### src/rtl/stages_definition_pkg.sv
// Shared pipeline-stage types: fetch FSM encoding and the fetch/decode hand-off record.
package stages_definition_pkg;

    localparam int unsigned XLEN = 32;

    typedef enum logic [1:0] {
        IDLE = 2'd0,
        REQ  = 2'd1,
        HOLD = 2'd2,
        DROP = 2'd3
    } fetch_state_t;

    typedef struct packed {
        logic [XLEN-1:0] inst;
        logic [XLEN-1:0] pc;
        logic            valid;
    } fetch_decode_interface;

endpackage

### src/rtl/fetch_stage_if.sv
// Instruction-memory request/response bus between the fetch stage and the memory.
interface fetch_stage_if #(
    parameter int unsigned N = 32
);

    logic         imemReq;
    logic [N-1:0] imemAddr;
    logic         imemAck;
    logic [N-1:0] imemData;

    modport master (
        output imemReq,
        output imemAddr,
        input  imemAck,
        input  imemData
    );

    modport slave (
        input  imemReq,
        input  imemAddr,
        output imemAck,
        output imemData
    );

endinterface

### src/rtl/fetch_pc_reg.sv
// fetchPC register with +4 incrementer and branch redirect mux; exposes current and next value.
module fetch_pc_reg #(
    parameter int unsigned  N        = 32,
    parameter logic [N-1:0] RESET_PC = N'(32'h0000_0000)
) (
    input  logic         clk,
    input  logic         rst_n,
    input  logic         advance_i,
    input  logic         redirect_i,
    input  logic [N-1:0] target_i,
    output logic [N-1:0] pc_o,
    output logic [N-1:0] pc_next_o
);

    localparam logic [N-1:0] STEP       = N'(32'd4);
    localparam logic [N-1:0] ALIGN_MASK = ~N'(32'd3);

    logic [N-1:0] pc_q;
    logic [N-1:0] pc_d;

    // Redirect wins over sequential advance; targets are forced word-aligned.
    always_comb begin
        pc_d = pc_q;
        if (redirect_i) begin
            pc_d = target_i & ALIGN_MASK;
        end else if (advance_i) begin
            pc_d = pc_q + STEP;
        end else begin
            pc_d = pc_q;
        end
    end

    // fetchPC state register.
    always_ff @(posedge clk or negedge rst_n) begin
        if (!rst_n) begin
            pc_q <= RESET_PC;
        end else begin
            pc_q <= pc_d;
        end
    end

    assign pc_o      = pc_q;
    assign pc_next_o = pc_d;

endmodule

### src/rtl/fetch_stage.sv
// Instruction fetch stage: request FSM, one-entry skid buffer and the F/D pipeline register.
// Request outputs are registered from next-state so imemAddr never glitches mid-request.
module fetch_stage
    import stages_definition_pkg::*;
#(
    parameter int unsigned  N        = 32,
    parameter logic [N-1:0] RESET_PC = N'(32'h0000_0000)
) (
    input  logic          clk,
    input  logic          rst_n,
    input  logic          stall,
    input  logic          flush,
    input  logic          branch,
    input  logic [N-1:0]  branchTarget,
    fetch_stage_if.master imem,
    output logic [N-1:0]  inst,
    output logic [N-1:0]  pc,
    output logic          instValid
);

    localparam logic [N-1:0] PC_OFFSET = N'(32'd8);
    localparam logic [N-1:0] ZERO_W    = {N{1'b0}};

    fetch_state_t state_q;
    fetch_state_t state_d;

    logic         req_q;
    logic         req_d;
    logic [N-1:0] addr_q;
    logic [N-1:0] addr_d;

    logic [N-1:0] fd_inst_q;
    logic [N-1:0] fd_inst_d;
    logic [N-1:0] fd_pc_q;
    logic [N-1:0] fd_pc_d;
    logic         fd_valid_q;
    logic         fd_valid_d;

    logic [N-1:0] skid_inst_q;
    logic [N-1:0] skid_inst_d;
    logic [N-1:0] skid_pc_q;
    logic [N-1:0] skid_pc_d;

    logic         ack_s;
    logic [N-1:0] data_s;
    logic         pc_advance_s;
    logic [N-1:0] fetch_pc_s;
    logic [N-1:0] fetch_pc_next_s;

    assign ack_s  = imem.imemAck;
    assign data_s = imem.imemData;

    // Any response taken in REQ consumes its address, even if it is then discarded by flush.
    assign pc_advance_s = (state_q == REQ) && ack_s && !branch;

    fetch_pc_reg #(
        .N        (N),
        .RESET_PC (RESET_PC)
    ) u_fetch_pc_reg (
        .clk        (clk),
        .rst_n      (rst_n),
        .advance_i  (pc_advance_s),
        .redirect_i (branch),
        .target_i   (branchTarget),
        .pc_o       (fetch_pc_s),
        .pc_next_o  (fetch_pc_next_s)
    );

    // Next-state, skid buffer and F/D register logic.
    always_comb begin
        state_d     = state_q;
        skid_inst_d = skid_inst_q;
        skid_pc_d   = skid_pc_q;
        fd_inst_d   = fd_inst_q;
        fd_pc_d     = fd_pc_q;
        fd_valid_d  = fd_valid_q;

        case (state_q)
            IDLE: begin
                state_d = REQ;
            end
            REQ: begin
                if (branch) begin
                    state_d = ack_s ? REQ : DROP;
                end else if (ack_s && stall && !flush) begin
                    state_d     = HOLD;
                    skid_inst_d = data_s;
                    skid_pc_d   = fetch_pc_s + PC_OFFSET;
                end else begin
                    state_d = REQ;
                end
            end
            HOLD: begin
                if (branch) begin
                    state_d     = REQ;
                    skid_inst_d = ZERO_W;
                    skid_pc_d   = ZERO_W;
                end else if (!stall) begin
                    state_d = REQ;
                end else begin
                    state_d = HOLD;
                end
            end
            DROP: begin
                state_d = ack_s ? REQ : DROP;
            end
            default: begin
                state_d = IDLE;
            end
        endcase

        // F/D priority: branch/flush bubble, then stall hold, then new instruction, else bubble.
        if (branch || flush) begin
            fd_inst_d  = ZERO_W;
            fd_pc_d    = ZERO_W;
            fd_valid_d = 1'b0;
        end else if (stall) begin
            fd_inst_d  = fd_inst_q;
            fd_pc_d    = fd_pc_q;
            fd_valid_d = fd_valid_q;
        end else if ((state_q == REQ) && ack_s) begin
            fd_inst_d  = data_s;
            fd_pc_d    = fetch_pc_s + PC_OFFSET;
            fd_valid_d = 1'b1;
        end else if (state_q == HOLD) begin
            fd_inst_d  = skid_inst_q;
            fd_pc_d    = skid_pc_q;
            fd_valid_d = 1'b1;
        end else begin
            fd_inst_d  = ZERO_W;
            fd_pc_d    = ZERO_W;
            fd_valid_d = 1'b0;
        end

        // DROP keeps presenting the abandoned address until memory answers it.
        req_d = (state_d == REQ) || (state_d == DROP);
        if (state_d == DROP) begin
            addr_d = addr_q;
        end else begin
            addr_d = fetch_pc_next_s;
        end
    end

    // FSM, request outputs, skid buffer and F/D register.
    always_ff @(posedge clk or negedge rst_n) begin
        if (!rst_n) begin
            state_q     <= IDLE;
            req_q       <= 1'b0;
            addr_q      <= RESET_PC;
            fd_inst_q   <= ZERO_W;
            fd_pc_q     <= ZERO_W;
            fd_valid_q  <= 1'b0;
            skid_inst_q <= ZERO_W;
            skid_pc_q   <= ZERO_W;
        end else begin
            state_q     <= state_d;
            req_q       <= req_d;
            addr_q      <= addr_d;
            fd_inst_q   <= fd_inst_d;
            fd_pc_q     <= fd_pc_d;
            fd_valid_q  <= fd_valid_d;
            skid_inst_q <= skid_inst_d;
            skid_pc_q   <= skid_pc_d;
        end
    end

    assign imem.imemReq  = req_q;
    assign imem.imemAddr = addr_q;
    assign inst          = fd_inst_q;
    assign pc            = fd_pc_q;
    assign instValid     = fd_valid_q;

endmodule

### src/flat_wrapper.sv
// flat-port wrapper written by rule: the top's interface ports become plain ports
module fetch_stage_flat import stages_definition_pkg::*;
#(
    parameter int unsigned  N        = 32,
    parameter logic [N-1:0] RESET_PC = N'(32'h0000_0000)
)
  (clk, rst_n, stall, flush, branch, branchTarget, inst, pc, instValid, imem_imemReq, imem_imemAddr, imem_imemAck, imem_imemData);
  fetch_stage_if #(.N(N)) imem_i ();
  input  logic clk;
  input  logic rst_n;
  input  logic stall;
  input  logic flush;
  input  logic branch;
  input  logic [N-1:0] branchTarget;
  output logic [N-1:0] inst;
  output logic [N-1:0] pc;
  output logic instValid;
  output wire logic [$bits(imem_i.imemReq)-1:0] imem_imemReq;
  output wire logic [$bits(imem_i.imemAddr)-1:0] imem_imemAddr;
  input wire logic [$bits(imem_i.imemAck)-1:0] imem_imemAck;
  input wire logic [$bits(imem_i.imemData)-1:0] imem_imemData;
  assign imem_imemReq = imem_i.imemReq;
  assign imem_imemAddr = imem_i.imemAddr;
  assign imem_i.imemAck = imem_imemAck;
  assign imem_i.imemData = imem_imemData;
  fetch_stage #(.N(N), .RESET_PC(RESET_PC)) u_core (.clk(clk), .rst_n(rst_n), .stall(stall), .flush(flush), .branch(branch), .branchTarget(branchTarget), .imem(imem_i), .inst(inst), .pc(pc), .instValid(instValid));
endmodule
### config.mk
export PLATFORM = sky130hd
export DESIGN_NAME = fetch_stage_flat
export DESIGN_NICKNAME = d
export VERILOG_FILES = /design/src/rtl/stages_definition_pkg.sv /design/src/rtl/fetch_stage_if.sv /design/src/rtl/fetch_pc_reg.sv /design/src/rtl/fetch_stage.sv /design/src/flat_wrapper.sv
export SDC_FILE = /design/constraint.sdc
export NUM_CORES = 1
export LEC_CHECK = 0
export CAP_MARGIN = 20
export CORE_MARGIN = 1.5
export CORE_UTILIZATION = 30
export CTS_CLUSTER_DIAMETER = 50
export DETAILED_ROUTE_END_ITERATION = 10
export GPL_ROUTABILITY_DRIVEN = 0
export SETUP_SLACK_MARGIN = 0.5
export SLEW_MARGIN = 20
export SYNTH_ARGS = -nofsm -noshare
export SYNTH_HDL_FRONTEND = slang
export SYNTH_HIERARCHICAL = 1
export SYNTH_SLANG_ARGS = --single-unit
### constraint.sdc
create_clock -name clk -period 5.7 [get_ports clk]
set_clock_uncertainty 0.1 [all_clocks]
set_input_delay 1.14 -clock clk [delete_from_list [all_inputs] [get_ports clk]]
set_output_delay 1.14 -clock clk [all_outputs]
set_load 0.01 [all_outputs]
Word-level counts from Yosys, hierarchy flattened. Cells that the tools add are included. Widths: inputs -> output; s select.

Output and inout port bits: 98. Flip-flop bits (word level): 196. Memory bits (writable): 0. Memories: 0. Memory bits (read-only): 0. Logic and storage cells: 58. Bits of input ports: 70. Latch bits: 0.

Magnitude comparators: 0. Shift-type cells: 0. Bitwise logic cells: 0. Add/subtract/negate cells: 2. Multiply operators: 0. Div/mod/pow operators: 0. Multiplexer cells: 27. Eq/ne operators: 9. Reductions and logical operators: 11.

Operators with widths (count): $mux 32 (15); $pmux 32 s2 (2); $add 32x3->32 const B (1); $add 32x4->32 const B (1); $mux 2 (5); $pmux 2 s4 (1); $eq 2x2->1 const B (3); $ne 2x2->1 const B (3); $eq 2x1->1 const B (2); $logic_and 1x1->1 (4); $mux 1 (4); $reduce_and 4->1 (1); $logic_not 1->1 (2); $logic_not 2->1 (1); $logic_or 1x1->1 (2); $ne 2x1->1 const B (1); $reduce_bool 2->1 (1).

Logic depth before layout (Yosys ltp). Gate-level depths: netlist of run 1.

Depth in word-level cells: 7. Mapped depth: 9. Gate-level depth less buffers: 7.

Cells and area by module. The synthesis of run 1 kept the hierarchy.

By module, submodules not included: fetch_stage (cells an instance 621, area an instance 7015.5 µm², sequential area each 4078.9 µm², times used 1); fetch_pc_reg (cells an instance 209, area an instance 1849.3 µm², sequential area each 800.8 µm², times used 1).

Worst setup path before layout of run 1. No wires, ideal clock.

Path kind: in2reg. Start: in imem_imemAck. End: reg u_core.addr_q[22], in the netlist u_core/imem.imemAddr[22]. Data arrival time: 3.360 ns. Buffers on the path: 2. Slack: 2.176 ns. Cell stages on the path: 9. Setup time: 0.064 ns. Data required time: 5.536 ns. Cell sequence: nand3b_1 -> clkbuf_1 -> nor2_1 -> nand4_1 -> or3_1 -> clkbuf_1 -> or4_1 -> a31oi_1 -> mux2_2.

Elaborated cells on any way between the ends: 11. Classes of those cells: 1 x eq/ne; 6 x mux; 4 x reduce/logical.

RTL lines: start, declared (RTL line flat_wrapper.sv:20) `input wire logic [$bits(imem_i.imemAck)-1:0] imem_imemAck;`; $logic_and 1x1->1 (2 in a row) (RTL line fetch_stage.sv:54) `assign pc_advance_s = (state_q == REQ) && ack_s && !branch;`; via u_core.pc_advance_s (RTL line fetch_stage.sv:46) `logic pc_advance_s;`; $mux 32 (RTL line fetch_pc_reg.sv:26) `end else if (advance_i) begin`; $mux 32 (RTL line fetch_pc_reg.sv:24) `if (redirect_i) begin`; via u_core.fetch_pc_next_s[22] (RTL line fetch_stage.sv:48) `logic [N-1:0] fetch_pc_next_s;`; end signal, assigned (RTL line fetch_stage.sv:158) `addr_q <= addr_d;`; end, declared (RTL line fetch_stage.sv:29) `logic [N-1:0] addr_q;`.

The timed path passes the listed nets, and every way through them passes these cells. A chain may end at the register's enable or synchronous reset.

Worst setup path after layout of run 1. Ends and elaborated chain as after synthesis.

==> results.ini, run 1 <==
[worst_setup_path]
r2r_end = u_core/imem.imemAddr[22]
required_ns = 5.97
cp_top_family = simple AND/OR/NAND/NOR gates
critPathArrivalTime_ns = 4.16
reg2reg_slack_ns = 2.55
r2r-start = u_core/state_q[1]
cp_max_fo = 24
cp-end-kind = flop
crit_buf_inv = 3
ff2ff_path_depth = 9
cpPeakStageDelay_ns = 0.55
slowest_stage = or3_1
startpoint = imem_imemAck
path_class = primary input to flop
cp_common_cell = buf_4
start_kind = primary input
path_cells = clkdlybuf4s50_1 > nand3b_1 > buf_4 > nor2_1 > nand4_1 > buf_4 > or3_1 > or4_1 > a31oi_1 > mux2_2

[grt]
grt_pass1_vias = 6789
grt_first_pass_wirelength_um = 39500
grt_max_degree = 118
globalRouteOverflowTotal = 0
track_usage = 0.163
antenna_found_initial = 0

[die]
die_w_um = 175
initial_core_util = 0.307
die_area_um2 = 30600
io_pins = 168
design.core.area_um2 = 28900
die_h_um = 175
num_rows = 62

[route]
dr.pass1.iters = 6
via_per_inst = 5.17
drt_first_iter_violations = 616
vias = 7063
ant_nets = 0
detail_route.wirelength_um = 24800
drc = 0
wl_per_cell_um = 18.1

[yosys]
netlist_area_um2 = 8860
synth-simple-area-share = 0.150
synth_top_family_by_area = compound AO/OA/AOI/OAI gates
avgSynthCellArea_um2 = 10.7
synth_edf_count = 0
synth_mux_area_frac = 0.0463
synthDistinctLibCells = 54
synthCells = 830
yosys_warnings = 6
synth_fp_nets = 902
synth_xor_area_frac = 0.0356
synth_compound_area_frac = 0.182
async_flop_share = 1.00
ys_ff_latch = 195
synthAdderAreaFrac = 0.00282
synth-seq-area-share = 0.550
synth_top_flop_cell = dfrtp_1

[timing]
fin_crit_ns = 3.89
period_share = 0.682
clock.fmax_ghz = 0.257
rsz0062_at_grt = no
final.setup.tns_ns = 0
drv_slew = 0
setup_viol = 0
hold_violations = 0
tightest_slew_ns = 1.04
whs_ns = 0.376
max-slew-margin-rel = 0.308

[power_and_ir_drop]
p_per_area_nw_per_um2 = 298
pwr-share-clk = 0.360
seqPwrFrac = 0.494
power_frac_comb = 0.146
ir_drop_v = 0.000205
p_int_mw = 2.47
switchingPower_mw = 0.941
switching_share = 0.276
p_leak_nw = 4.71
p_total_mw = 3.41

[final_layout]
final_core_utilization = 0.396
diodes = 0
syn2layout_area_growth_pct = 29.0
layout_common_cells = 195 x dfrtp_1, 163 x clkdlybuf4s50_1, 114 x nand2_1
nNetsFinal = 1042
mostFrequentLayoutCell = dfrtp_1
drive_gt1_frac = 0.103
layout.cells.non_filler = 1367

[cts]
cts_tree = done
clkTransAtPathRegs_ns = 0.08
cts_num_sinks = 195
ctsResizeCount = 0
ctsHoldBuffers = 0
cts_made_buffers = 17
post_cts_buffers = 0
ctsHtreeMaxLevel = 4
insertion_delay_ns = 0.42
cts_buffer_depth = 2
clock-root-buffer = clkbuf_16

[min_path]
min_from = u_core/instValid
hold_depth = 2
whs_endpoint = u_core/instValid
hp-class = flop to flop

[placement]
portBuffers = 165
dp_hpwl_um = 16600
dp.cells = 1335

[run_status]
status = finished clean

[flow_run]
maxCapViolCount = 0

[final cells by class]
class	instances	area [um2]
multi-input cells	569	3700
fillers	2826	17400
repair buffers	176	1730
well taps	384	480
flip-flops and latches	195	4880
clock buffers	18	429
inverters	11	41.3
clock inverters	14	171
[tightest hold or removal path: cells and delay by family (launching register included)]
| kind | cells | cell delay (ns) |
|---|---|---|
| simple gates | 2 | 0.10 |
| flops | 1 | 0.34 |
[power by group through the flow]
stage          logic (mW)  clock network, mW  registers (mW)
6_report            0.497               1.23            1.68
5_1_grt             0.550               1.32            1.71
4_1_cts             0.502               1.26            1.68
3_5_place_dp        0.498                  0            1.71
3_3_place_gp        0.492                  0            1.70
2_1_floorplan       0.255                  0            1.69
[synthesized netlist by cell type (6+ instances only)]
cell type,count,area (um2)
a21oi_1,7,35.0
a22o_1,42,368
a22oi_1,46,345
a31oi_1,15,93.8
and3_1,6,37.5
buf_2,21,105
clkbuf_1,25,93.8
dfrtp_1,195,4880
inv_1,11,41.3
mux2_2,32,360
nand2_1,114,428
nand3_1,24,120
nand4_1,16,100
nor2_1,26,97.6
nor3_1,6,30.0
o211ai_1,6,45.0
o21ai_0,82,410
o21ai_1,18,90.1
o31ai_1,10,75.1
or4_1,16,120
xnor2_1,16,140
xor2_1,20,175
[state kept, by name, indices dropped and copies added, names as in the netlist]
| name | count |
|---|---|
| u_core/imem.imemAddr | 32 |
| u_core/state_q | 2 |
| u_core/instValid | 1 |
| u_core/u_fetch_pc_reg/pc_o | 32 |
| u_core/skid_inst_q | 32 |
| u_core/pc | 32 |
| u_core/inst | 32 |
| u_core/skid_pc_q | 32 |
[per-stage QoR]
stage	worst slack (ns)	area [um2]
finish	1.81	11400
detailed placement	1.40	10800
CTS	1.85	11400
floorplan	2.18	8860
global placement	1.44	10800
global route	1.62	11400
[kinds of logic after synthesis]
| logic type | after synthesis |
|---|---|
| compound gates | 242 |
| xor+xnor | 36 |
| fa+ha+maj | 2 |
| buf+inv | 66 |
| flops | 195 |
| mux | 37 |
| simple gates | 252 |
[how the worst max path moves through the flow]
| stage | to | slack, ns | cells after the start |
|---|---|---|---|
| after floorplan | u_core/imem.imemAddr[22] | 2.18 | 9 |
| after global placement | u_core/imem.imemAddr[22] | 1.44 | 10 |
| after detailed placement | u_core/imem.imemAddr[22] | 1.40 | 10 |
| after CTS | u_core/imem.imemAddr[22] | 1.85 | 10 |
| after global routing | u_core/imem.imemAddr[22] | 1.62 | 10 |
| final | u_core/imem.imemAddr[22] | 1.81 | 10 |
[layer usage]
layer | routed length (um) | up-vias | track usage
met3 | 1000 | 22 | 0.0268
met2 | 11000 | 200 | 0.238
met1 | 12300 | 3498 | 0.246
met5 | 0 | - | 0
met4 | 483 | 0 | 0.0481
li1 | - | 3343 | -
Note: power is estimated with default switching activity, not from simulation.
==> inputs of run 2 (changes only) <==
==> constraint.sdc (replaced) <==
create_clock -name clk -period 3.53 [get_ports clk]
set_clock_uncertainty 0.1 [all_clocks]
set_input_delay 0.706 -clock clk [delete_from_list [all_inputs] [get_ports clk]]
set_output_delay 0.706 -clock clk [all_outputs]
set_load 0.01 [all_outputs]
==> run 2 against run 1 <==
  * Global-route usage increased by 0.21 points
  * Critical path depth decreased by 2
  * Via count unchanged
  * Utilization increased by 0.24 points
  * Hold slack got worse by 0.21 ns
  * Critical path type unchanged
  * Critical endpoint unchanged
  * Largest power group unchanged
==> results.ini, run 2 (synthesis gave the netlist of run 1 again) <==
[power_and_ir_drop]
switchingPower_mw = 1.51  ; +61%
seqPwrFrac = 0.494  ; about the same
p_per_area_nw_per_um2 = 479  ; +61%
ir_drop_v = 0.000330  ; +60%
p_int_mw = 4.00  ; +62%
power_frac_comb = 0.147  ; about the same
switching_share = 0.274  ; -0.00140
p_leak_nw = 4.75  ; +0.85%
pwr-share-clk = 0.359  ; about the same

[grt]
grt_first_pass_wirelength_um = 39900  ; +1.2%
track_usage = 0.165  ; +0.00213
grt_max_degree = 70  ; -41%
globalRouteOverflowTotal = 0  ; unchanged
grt_pass1_vias = 6926  ; +2.0%
antenna_found_initial = 1  ; +1

[route]
drt_first_iter_violations = 489  ; -21%
vias = 7063  ; unchanged
drc = 0  ; unchanged
ant_nets = 0  ; unchanged
dr.pass1.iters = 5  ; -1
detail_route.wirelength_um = 24900  ; +0.65%
wl_per_cell_um = 18.1  ; about the same
via_per_inst = 5.14  ; -0.58%

[die]
die_h_um = 175  ; unchanged
num_rows = 62  ; unchanged
io_pins = 168  ; unchanged
design.core.area_um2 = 28900  ; unchanged
die_area_um2 = 30600  ; unchanged
initial_core_util = 0.307  ; unchanged
die_w_um = 175  ; unchanged

[min_path]
hp-class = primary input to asynchronous set/reset pin

[timing]
clock.fmax_ghz = 0.344
rsz0062_at_grt = no
setup_ws_ns = 0.627  ; -1.18 ns
drv_slew = 0  ; unchanged
whs_ns = 0.169  ; -0.207 ns
final.setup.tns_ns = 0  ; unchanged
hold_violations = 0  ; unchanged
setup_viol = 0  ; unchanged
fin_crit_ns = 2.90
tightest_slew_ns = 0.715  ; -0.320 ns
period_share = 0.822
max-slew-margin-rel = 0.522  ; +0.213

[placement]
portBuffers = 165  ; unchanged
place_ws_ns = 0.210  ; -1.19 ns
dp.cells = 1344  ; +0.67%
dp_hpwl_um = 17100  ; +3.0%

[cts]
cts_tree = done
post_cts_buffers = 0  ; unchanged
ctsHoldBuffers = 0  ; unchanged
cts_num_sinks = 195  ; unchanged
insertion_delay_ns = 0.43  ; about the same
clock-root-buffer = clkbuf_16
clkTransAtPathRegs_ns = 0.08  ; about the same
cts_buffer_depth = 2  ; unchanged
cts_made_buffers = 17  ; unchanged
ctsHtreeMaxLevel = 4  ; unchanged
ctsResizeCount = 0  ; unchanged

[worst_setup_path]
critPathArrivalTime_ns = 3.18  ; -0.98 ns
required_ns = 3.80  ; -2.17 ns
start_kind = primary input
slowest_stage = or3_1
path_class = primary input to flop
cpPeakStageDelay_ns = 0.58  ; +0.03 ns
path_cells = clkdlybuf4s50_1 > nand3b_1 > nor2_2 > nand4_1 > or3_1 > or4_1 > a31oi_1 > mux2_2
cp-end-kind = flop
cp_max_fo = 9  ; -63%

[flow_run]
maxCapViolCount = 0  ; unchanged

[final_layout]
layout.cells.non_filler = 1375  ; +0.59%
layout_common_cells = 195 x dfrtp_1, 163 x clkdlybuf4s50_1, 114 x nand2_1
nNetsFinal = 1051  ; +0.86%
mostFrequentLayoutCell = dfrtp_1
drive_gt1_frac = 0.112  ; +0.00926
diodes = 0  ; unchanged
syn2layout_area_growth_pct = 29.8

[run_status]
status = finished clean

## run 2: per-stage QoR
stage / power, mW / utilization / area, um2
after floorplan: 3.14 / - / 8870
after global routing: 5.77 / 0.399 / 11500
after detailed placement: 3.58 / 0.378 / 10900
after global placement: 3.56 / 0.378 / 10900
after CTS: 5.57 / 0.399 / 11500
final: 5.51 / 0.399 / 11500
## run 2: metal layers
| metal | up-vias | global-route usage | part of all wire |
|---|---|---|---|
| li1 | 3336 | - | - |
| met1 | 3520 | 0.246 | 0.50 |
| met2 | 173 | 0.243 | 0.44 |
| met3 | 32 | 0.0287 | 0.041 |
| met4 | 2 | 0.0484 | 0.019 |
| met5 | - | 0 | 0.00052 |
## run 2: area by class of cell
cell class                      count  area, um2
Clock buffer                       18        439
Clock inverter                     13        148
Fill cell                        2853      17400
Inverter                           11       41.3
Multi-Input combinational cell    569       3710
Sequential cell                   195       4880
Tap cell                          384        480
Timing Repair Buffer              185       1810
## run 2: worst max-delay path, delay by kind of cell
family                 cells  cell delay [ns]
AOI/OAI and AO/OA          1             0.21
buffers and inverters      1             0.49
and+or+nand+nor            5             1.59
muxes                      1             0.17
## run 2: worst paths after layout
kind,from,endpoint,slack (ns),cells past startpoint
worst min register to register,u_core/inst[4],u_core/inst[4],0.38,2
worst min-delay path,rst_n,u_core/inst[14],0.17,1
worst max register to register,u_core/state_q[1],u_core/imem.imemAddr[22],0.90,7
worst max-delay path,imem_imemAck,u_core/imem.imemAddr[22],0.63,8
max in group asynchronous,rst_n,u_core/inst[20],2.36,2
min in group clk,u_core/inst[4],u_core/inst[4],0.38,2
## run 2: power groups by stage
stage	combinational [mW]	sequential (mW)	clock [mW]
after floorplan	0.412	2.73	0
after global placement	0.803	2.75	0
after detailed placement	0.814	2.76	0
after CTS	0.821	2.72	2.03
after global routing	0.897	2.76	2.11
final	0.810	2.72	1.98
